## config.mk

```make
export PLATFORM = sky130hd
export DESIGN_NAME = uart_tx_arbiter
export DESIGN_NICKNAME = d
export VERILOG_FILES = /design/src/rtl/uart_tx_arbiter_pkg.sv /design/src/rtl/uart_tx_arbiter_rr_arbiter.sv /design/src/rtl/uart_tx_arbiter.sv
export SDC_FILE = /design/constraint.sdc
export NUM_CORES = 1
export LEC_CHECK = 0
export CAP_MARGIN = 5
export CORE_UTILIZATION = 50
export DETAILED_ROUTE_END_ITERATION = 8
export DONT_BUFFER_PORTS = 1
export GPL_ROUTABILITY_DRIVEN = 0
export PLACE_DENSITY = 0.67
export SYNTH_ARGS = -nofsm -noshare
export SYNTH_HDL_FRONTEND = slang
export SYNTH_HIERARCHICAL = 1
export SYNTH_SLANG_ARGS = --single-unit
```

## constraint.sdc

```tcl
create_clock -name clk -period 2.86 [get_ports clk]
set_input_delay 0.286 -clock clk [delete_from_list [all_inputs] [get_ports clk]]
set_output_delay 0.286 -clock clk [all_outputs]
set_load 0.02 [all_outputs]
```

## src/rtl/uart_tx_arbiter_pkg.sv

```systemverilog
// Shared definitions for the UART transmit arbiter: FSM state encoding and the native UART byte width.
package uart_tx_arbiter_pkg;

  typedef enum logic [1:0] {
    ST_IDLE      = 2'd0,
    ST_START     = 2'd1,
    ST_WAIT_DONE = 2'd2,
    ST_LOCKED    = 2'd3
  } state_t;

  localparam int UART_DATA_W = 8;

endpackage

```

## src/rtl/uart_tx_arbiter_rr_arbiter.sv

```systemverilog
// Round-robin selector, purely combinational: the first requester after rr_ptr (wrapping) wins.
module rr_arbiter
  import uart_tx_arbiter_pkg::*;
#(
  parameter int NUM_REQ = 4,
  parameter int ID_W    = 2
) (
  input  logic [NUM_REQ-1:0] req,
  input  logic [ID_W-1:0]    rr_ptr,
  output logic [ID_W-1:0]    sel,
  output logic               any_valid
);

  logic [ID_W-1:0] idx;

  // Scan farthest-to-nearest so the last hit is the closest requester after rr_ptr.
  always_comb begin
    sel       = '0;
    any_valid = 1'b0;
    idx       = '0;
    for (int k = NUM_REQ; k >= 1; k--) begin
      idx = ID_W'((int'(rr_ptr) + k) % NUM_REQ);
      if (req[idx]) begin
        sel       = idx;
        any_valid = 1'b1;
      end
    end
  end

endmodule

```

## src/rtl/uart_tx_arbiter.sv

```systemverilog
// Shares one uart_tx among NUM_REQ byte producers; round-robin per byte, packet lock until req_last.
// Accept -> tx_start is 1 clk; producers are held off (ready=0) until tx_done or timeout abort.
module uart_tx_arbiter
  import uart_tx_arbiter_pkg::*;
#(
  parameter int NUM_REQ     = 4,
  parameter int DATA_W      = UART_DATA_W,
  parameter int ID_W        = 2,
  parameter int TIMEOUT_CYC = 200000,
  parameter int CNT_W       = 18
) (
  input  logic                      clk,
  input  logic                      rst,
  input  logic [NUM_REQ-1:0]        req_valid,
  input  logic [NUM_REQ*DATA_W-1:0] req_data,
  input  logic [NUM_REQ-1:0]        req_last,
  output logic [NUM_REQ-1:0]        req_ready,
  output logic                      tx_start,
  output logic [DATA_W-1:0]         tx_data,
  input  logic                      tx_done,
  output logic [ID_W-1:0]           grant_id,
  output logic                      busy,
  output logic                      timeout_err
);

  state_t             state_q, state_n;
  logic               lock_q, lock_n;
  logic [ID_W-1:0]    rr_q, rr_n;
  logic [CNT_W-1:0]   cnt_q, cnt_n;
  logic [DATA_W-1:0]  data_q, data_n;
  logic [ID_W-1:0]    grant_q, grant_n;
  logic               err_q, err_n;
  logic [NUM_REQ-1:0] ready_c;
  logic [ID_W-1:0]    sel;
  logic               any_valid;
  logic               expired;
  logic [DATA_W-1:0]  req_bytes [NUM_REQ];

  for (genvar i = 0; i < NUM_REQ; i++) begin : g_bytes
    assign req_bytes[i] = req_data[i*DATA_W +: DATA_W];
  end

  rr_arbiter #(
    .NUM_REQ (NUM_REQ),
    .ID_W    (ID_W)
  ) u_rr (
    .req       (req_valid),
    .rr_ptr    (rr_q),
    .sel       (sel),
    .any_valid (any_valid)
  );

  assign expired = (cnt_q == CNT_W'(TIMEOUT_CYC - 1));

  always_ff @(posedge clk or negedge rst) begin
    if (!rst) begin
      state_q <= ST_IDLE;
      lock_q  <= 1'b0;
      rr_q    <= ID_W'(NUM_REQ - 1);
      cnt_q   <= '0;
      data_q  <= '0;
      grant_q <= '0;
      err_q   <= 1'b0;
    end else begin
      state_q <= state_n;
      lock_q  <= lock_n;
      rr_q    <= rr_n;
      cnt_q   <= cnt_n;
      data_q  <= data_n;
      grant_q <= grant_n;
      err_q   <= err_n;
    end
  end

  always_comb begin
    state_n = state_q;
    lock_n  = lock_q;
    rr_n    = rr_q;
    cnt_n   = cnt_q;
    data_n  = data_q;
    grant_n = grant_q;
    err_n   = 1'b0;
    ready_c = '0;
    unique case (state_q)
      ST_IDLE: begin
        if (any_valid) begin
          ready_c[sel] = 1'b1;
          data_n       = req_bytes[sel];
          grant_n      = sel;
          lock_n       = ~req_last[sel];
          state_n      = ST_START;
        end
      end
      ST_START: begin
        cnt_n   = '0;
        state_n = ST_WAIT_DONE;
      end
      ST_WAIT_DONE: begin
        // tx_done takes precedence over a coincident expiry
        if (tx_done) begin
          cnt_n = '0;
          if (lock_q) begin
            state_n = ST_LOCKED;
          end else begin
            rr_n    = grant_q;
            state_n = ST_IDLE;
          end
        end else if (expired) begin
          err_n   = 1'b1;
          lock_n  = 1'b0;
          rr_n    = grant_q;
          state_n = ST_IDLE;
        end else begin
          cnt_n = cnt_q + CNT_W'(1);
        end
      end
      ST_LOCKED: begin
        ready_c[grant_q] = 1'b1;
        if (req_valid[grant_q]) begin
          data_n  = req_bytes[grant_q];
          lock_n  = ~req_last[grant_q];
          state_n = ST_START;
        end else if (expired) begin
          err_n   = 1'b1;
          lock_n  = 1'b0;
          rr_n    = grant_q;
          state_n = ST_IDLE;
        end else begin
          cnt_n = cnt_q + CNT_W'(1);
        end
      end
      default: state_n = ST_IDLE;
    endcase
  end

  // Ready is combinational from req_valid, so force it low while reset is held.
  assign req_ready   = rst ? ready_c : '0;
  assign tx_start    = (state_q == ST_START);
  assign tx_data     = data_q;
  assign grant_id    = grant_q;
  assign busy        = (state_q != ST_IDLE);
  assign timeout_err = err_q;

endmodule

```

==> flow_summary_export.csv, run 1 <==
group,metric,value,unit
timing,worst_slew_pin_slew,707,ps
die,start_util,53.2,%
timing,setup_tns,0,ps
layout,nFillCells,447,
grt,grt-ovfl-total,0,
power,total_power,2640,uW
yosys,netlist_instances,249,
timing,skew,9.64,ps
layout,layout_common_cells,"dfrtp_1, nand2_1, nor2_1, mux4_2, o21ai_0",
yosys,synth-seq-cells,34,
die,dieArea,0.00542,mm^2
hold_path,hold_path.class,"in2reg",
layout,post-route-cell-area,0.00273,mm^2
timing,setup_viol,0,
run_status,status,"finished, final reports clean",
clock_network,clk_pin_slew_worst_paths,60,ps
setup_path,crit_type,"reg2out",
power,clkPwrFrac,14.2,%
placed_design,portBuffers,0,
power,seqPwrFrac,31.3,%
timing,relSlewSlack,52.5,%
layout,layout-drive-gt1-share,19.2,%
power,combPwrFrac,54.5,%
grt,antenna_found_initial,0,
placed_design,dpl_cell_area,0.00261,mm^2
placed_design,dp_hpwl,4210,um
layout,final_common_cell,"dfrtp_1",
drt,drt-vias-per-instance,6.17,
setup_path,arrival,2290,ps
yosys,ys_seq_area_share,33.3,%
clock_network,clk_path_buf_depth,2,
yosys,synth_cell_types,47,
clock_network,cts-root-buf,"clkbuf_8",
drt,drc,0,
timing,post-route-period-util,90.0,%
yosys,synth.avg_cell_area,10.3,um^2
layout,antenna_cells,0,
drt,first_pass_iters,4,
drt,drtIter0Drc,176,
drt,vias,1987,
timing,slew_viol_final,0,
timing,finalCriticalPeriod,2570,ps
timing,max_freq,388,MHz
layout,finalNetCount,302,
die,dieHeight,73.6,um
clock_network,postCtsSetupRepairBufs,0,
yosys,synth_flop_cell,"dfrtp_1",
grt,grt_use_total,24.4,%
clock_network,cts-htree-levels,2,
power,p_per_area,966,mW/mm^2
setup_path,critPathCaptureType,"primary output",
die,ios,60,
yosys,synth-async-reset-ratio,100,%
drt,drtAntennaViolNets,0,
grt,grt_start_max_net_pins,35,
clock_network,cts_tree,"built",
power,netSwitchingPower,1180,uW
grt,grt_pass1_wl,9810,um
clock_network,cts_sinks,34,
setup_path,cp-start-kind,"register",
yosys,ys_warn_count,6,
yosys,synth-edff-count,0,
power,internal_power,1460,uW
power,netSwitchingFraction,44.7,%
clock_network,clock_latency,290,ps
setup_path,worst-path-max-fanout,11,
layout,syn_to_final_growth,6.59,%
setup_path,worst_ep_required_time,2570,ps
timing,hold_viol_final,0,
die,rows,25,
yosys,syn_nets,297,
flow_run,cap_violations,0,
clock_network,cts_buffers,5,
yosys,syn-cell-area,0.00256,mm^2
power,power_leakage,0.00113,uW
drt,routed_wl,5720,um
die,die_w,73.6,um
layout,postLayoutCoreUtil,56.8,%
drt,routedWlPerCell,17.8,um
grt,grt_pass1_vias,2017,
power,ir_drop,0.623,mV
clock_network,post_cts_resized,0,
die,core_area,0.00482,mm^2
timing,rsz0062_at_grt,"false",
-- power by group through the flow --
stage | combinational (uW) | sequential (uW) | clock [uW]
6_report | 1440 | 827 | 375
2_1_floorplan | 1210 | 797 | 0
3_3_place_gp | 1410 | 831 | 0
5_1_grt | 1600 | 843 | 407
4_1_cts | 1460 | 826 | 385
3_5_place_dp | 1430 | 836 | 0
-- Yosys cell counts, types with 4 or more instances --
| library cell | n | area share [%] |
|---|---|---|
| mux4_2 | 19 | 17 |
| nand3_1 | 13 | 2.5 |
| nand4_1 | 5 | 1.2 |
| ha_1 | 5 | 2.4 |
| inv_1 | 7 | 1.0 |
| a21oi_1 | 13 | 2.5 |
| nand2b_1 | 8 | 2.0 |
| mux2i_1 | 13 | 5.1 |
| nand2_1 | 28 | 4.1 |
| nor2_1 | 21 | 3.1 |
| clkbuf_8 | 4 | 2.1 |
| o21ai_0 | 16 | 3.1 |
| nor3_1 | 5 | 0.98 |
| xor2_1 | 9 | 3.1 |
| dfrtp_1 | 32 | 31 |
| clkbuf_1 | 6 | 0.88 |
-- critical path, stage by stage (launching register included) --
cell,delay (ps)
dfstp_2,610
nand2b_1,140
a21oi_2,60
o221ai_2,250
buf_4,290
nand3_1,120
o22a_1,210
nor2_1,310
-- flip-flops by register name (all words and copies together) (netlist names) --
signal       flops
rr_q             2
state_q          2
tx_data          8
grant_id         2
timeout_err      1
cnt_q           18
lock_q           1
-- final cells by class --
| class | count | area (um^2) | share of cell area, % |
|---|---|---|---|
| clock buffer | 6 | 82.6 | 3.02 |
| timing repair buffer | 11 | 97.6 | 3.57 |
| inverter | 7 | 26.3 | 0.961 |
| multi-input combinational | 195 | 1580 | 57.7 |
| clock inverter | 2 | 12.5 | 0.458 |
| tap | 67 | 83.8 | 3.07 |
| sequential | 34 | 853 | 31.2 |
-- through the flow --
| step | hold WS (ps) | setup WS (ps) | cells |
|---|---|---|---|
| 5_1_grt | 259 | 132 | 322 |
| 3_3_place_gp | -8.63 | 515 | 312 |
| 4_1_cts | 252 | 265 | 322 |
| 2_1_floorplan | -9.59 | 453 | 249 |
| 6_report | 262 | 285 | 322 |
| 3_5_place_dp | -8.66 | 486 | 312 |
-- cell families after synthesis --
logic type,after synthesis,share of synthesized area (%)
buffers and inverters,20,5.22
xor gates and xnor gates,9,3.07
adders and majority gates,5,2.44
muxes,35,23.1
and+or+nand+nor,93,17.8
DFF,34,33.3
AOI/OAI and AO/OA,53,15.2
-- metal layers --
metal | vias up | track usage [%] | wire [um]
met5 | - | 0 | 0
met4 | 0 | 8.97 | 76
met3 | 5 | 6.17 | 426
met2 | 67 | 38.3 | 2620
met1 | 969 | 32.5 | 2590
li1 | 946 | - | -
-- what timing repair did --
| action | in CTS | in global routing |
|---|---|---|
| setup endpoints to repair | 0 | 0 |
| hold buffers | 2 | 0 |
| hold endpoints to repair | 34 | 0 |
-- path summary, 6_finish.rpt --
| path | start | end | slack (ps) | cells after the start |
|---|---|---|---|---|
| worst max register to register | cnt_q[12]$_DFFE_PN0P_ | rr_q[0]$_DFFE_PN1P_ | 460 | 5 |
| max in group asynchronous | rst | rr_q[0]$_DFFE_PN1P_ | 2140 | 2 |
| worst min-delay path | tx_done | lock_q$_DFFE_PN0P_ | 260 | 3 |
| worst min register to register | cnt_q[17]$_DFFE_PN0P_ | cnt_q[17]$_DFFE_PN0P_ | 470 | 1 |
| min in group asynchronous | rst | tx_data[7]$_DFFE_PN0P_ | 460 | 2 |
| worst max-delay path | rr_q[1]$_DFFE_PN1P_ | req_ready[1] | 290 | 7 |
Power figures use the tool's default switching activity.
==> inputs of run 2 (changes only) <==
--- a/config.mk
+++ b/config.mk
@@ -7,6 +7,7 @@
 export LEC_CHECK = 0
 export CAP_MARGIN = 5
 export CORE_UTILIZATION = 50
+export CTS_BUF_LIST = sky130_fd_sc_hd__clkbuf_4 sky130_fd_sc_hd__clkbuf_8 sky130_fd_sc_hd__clkbuf_16
 export DETAILED_ROUTE_END_ITERATION = 8
 export DONT_BUFFER_PORTS = 1
 export GPL_ROUTABILITY_DRIVEN = 0
==> results of run 2 <==
Final layout, timing and power as in run 1 (identical DEF).
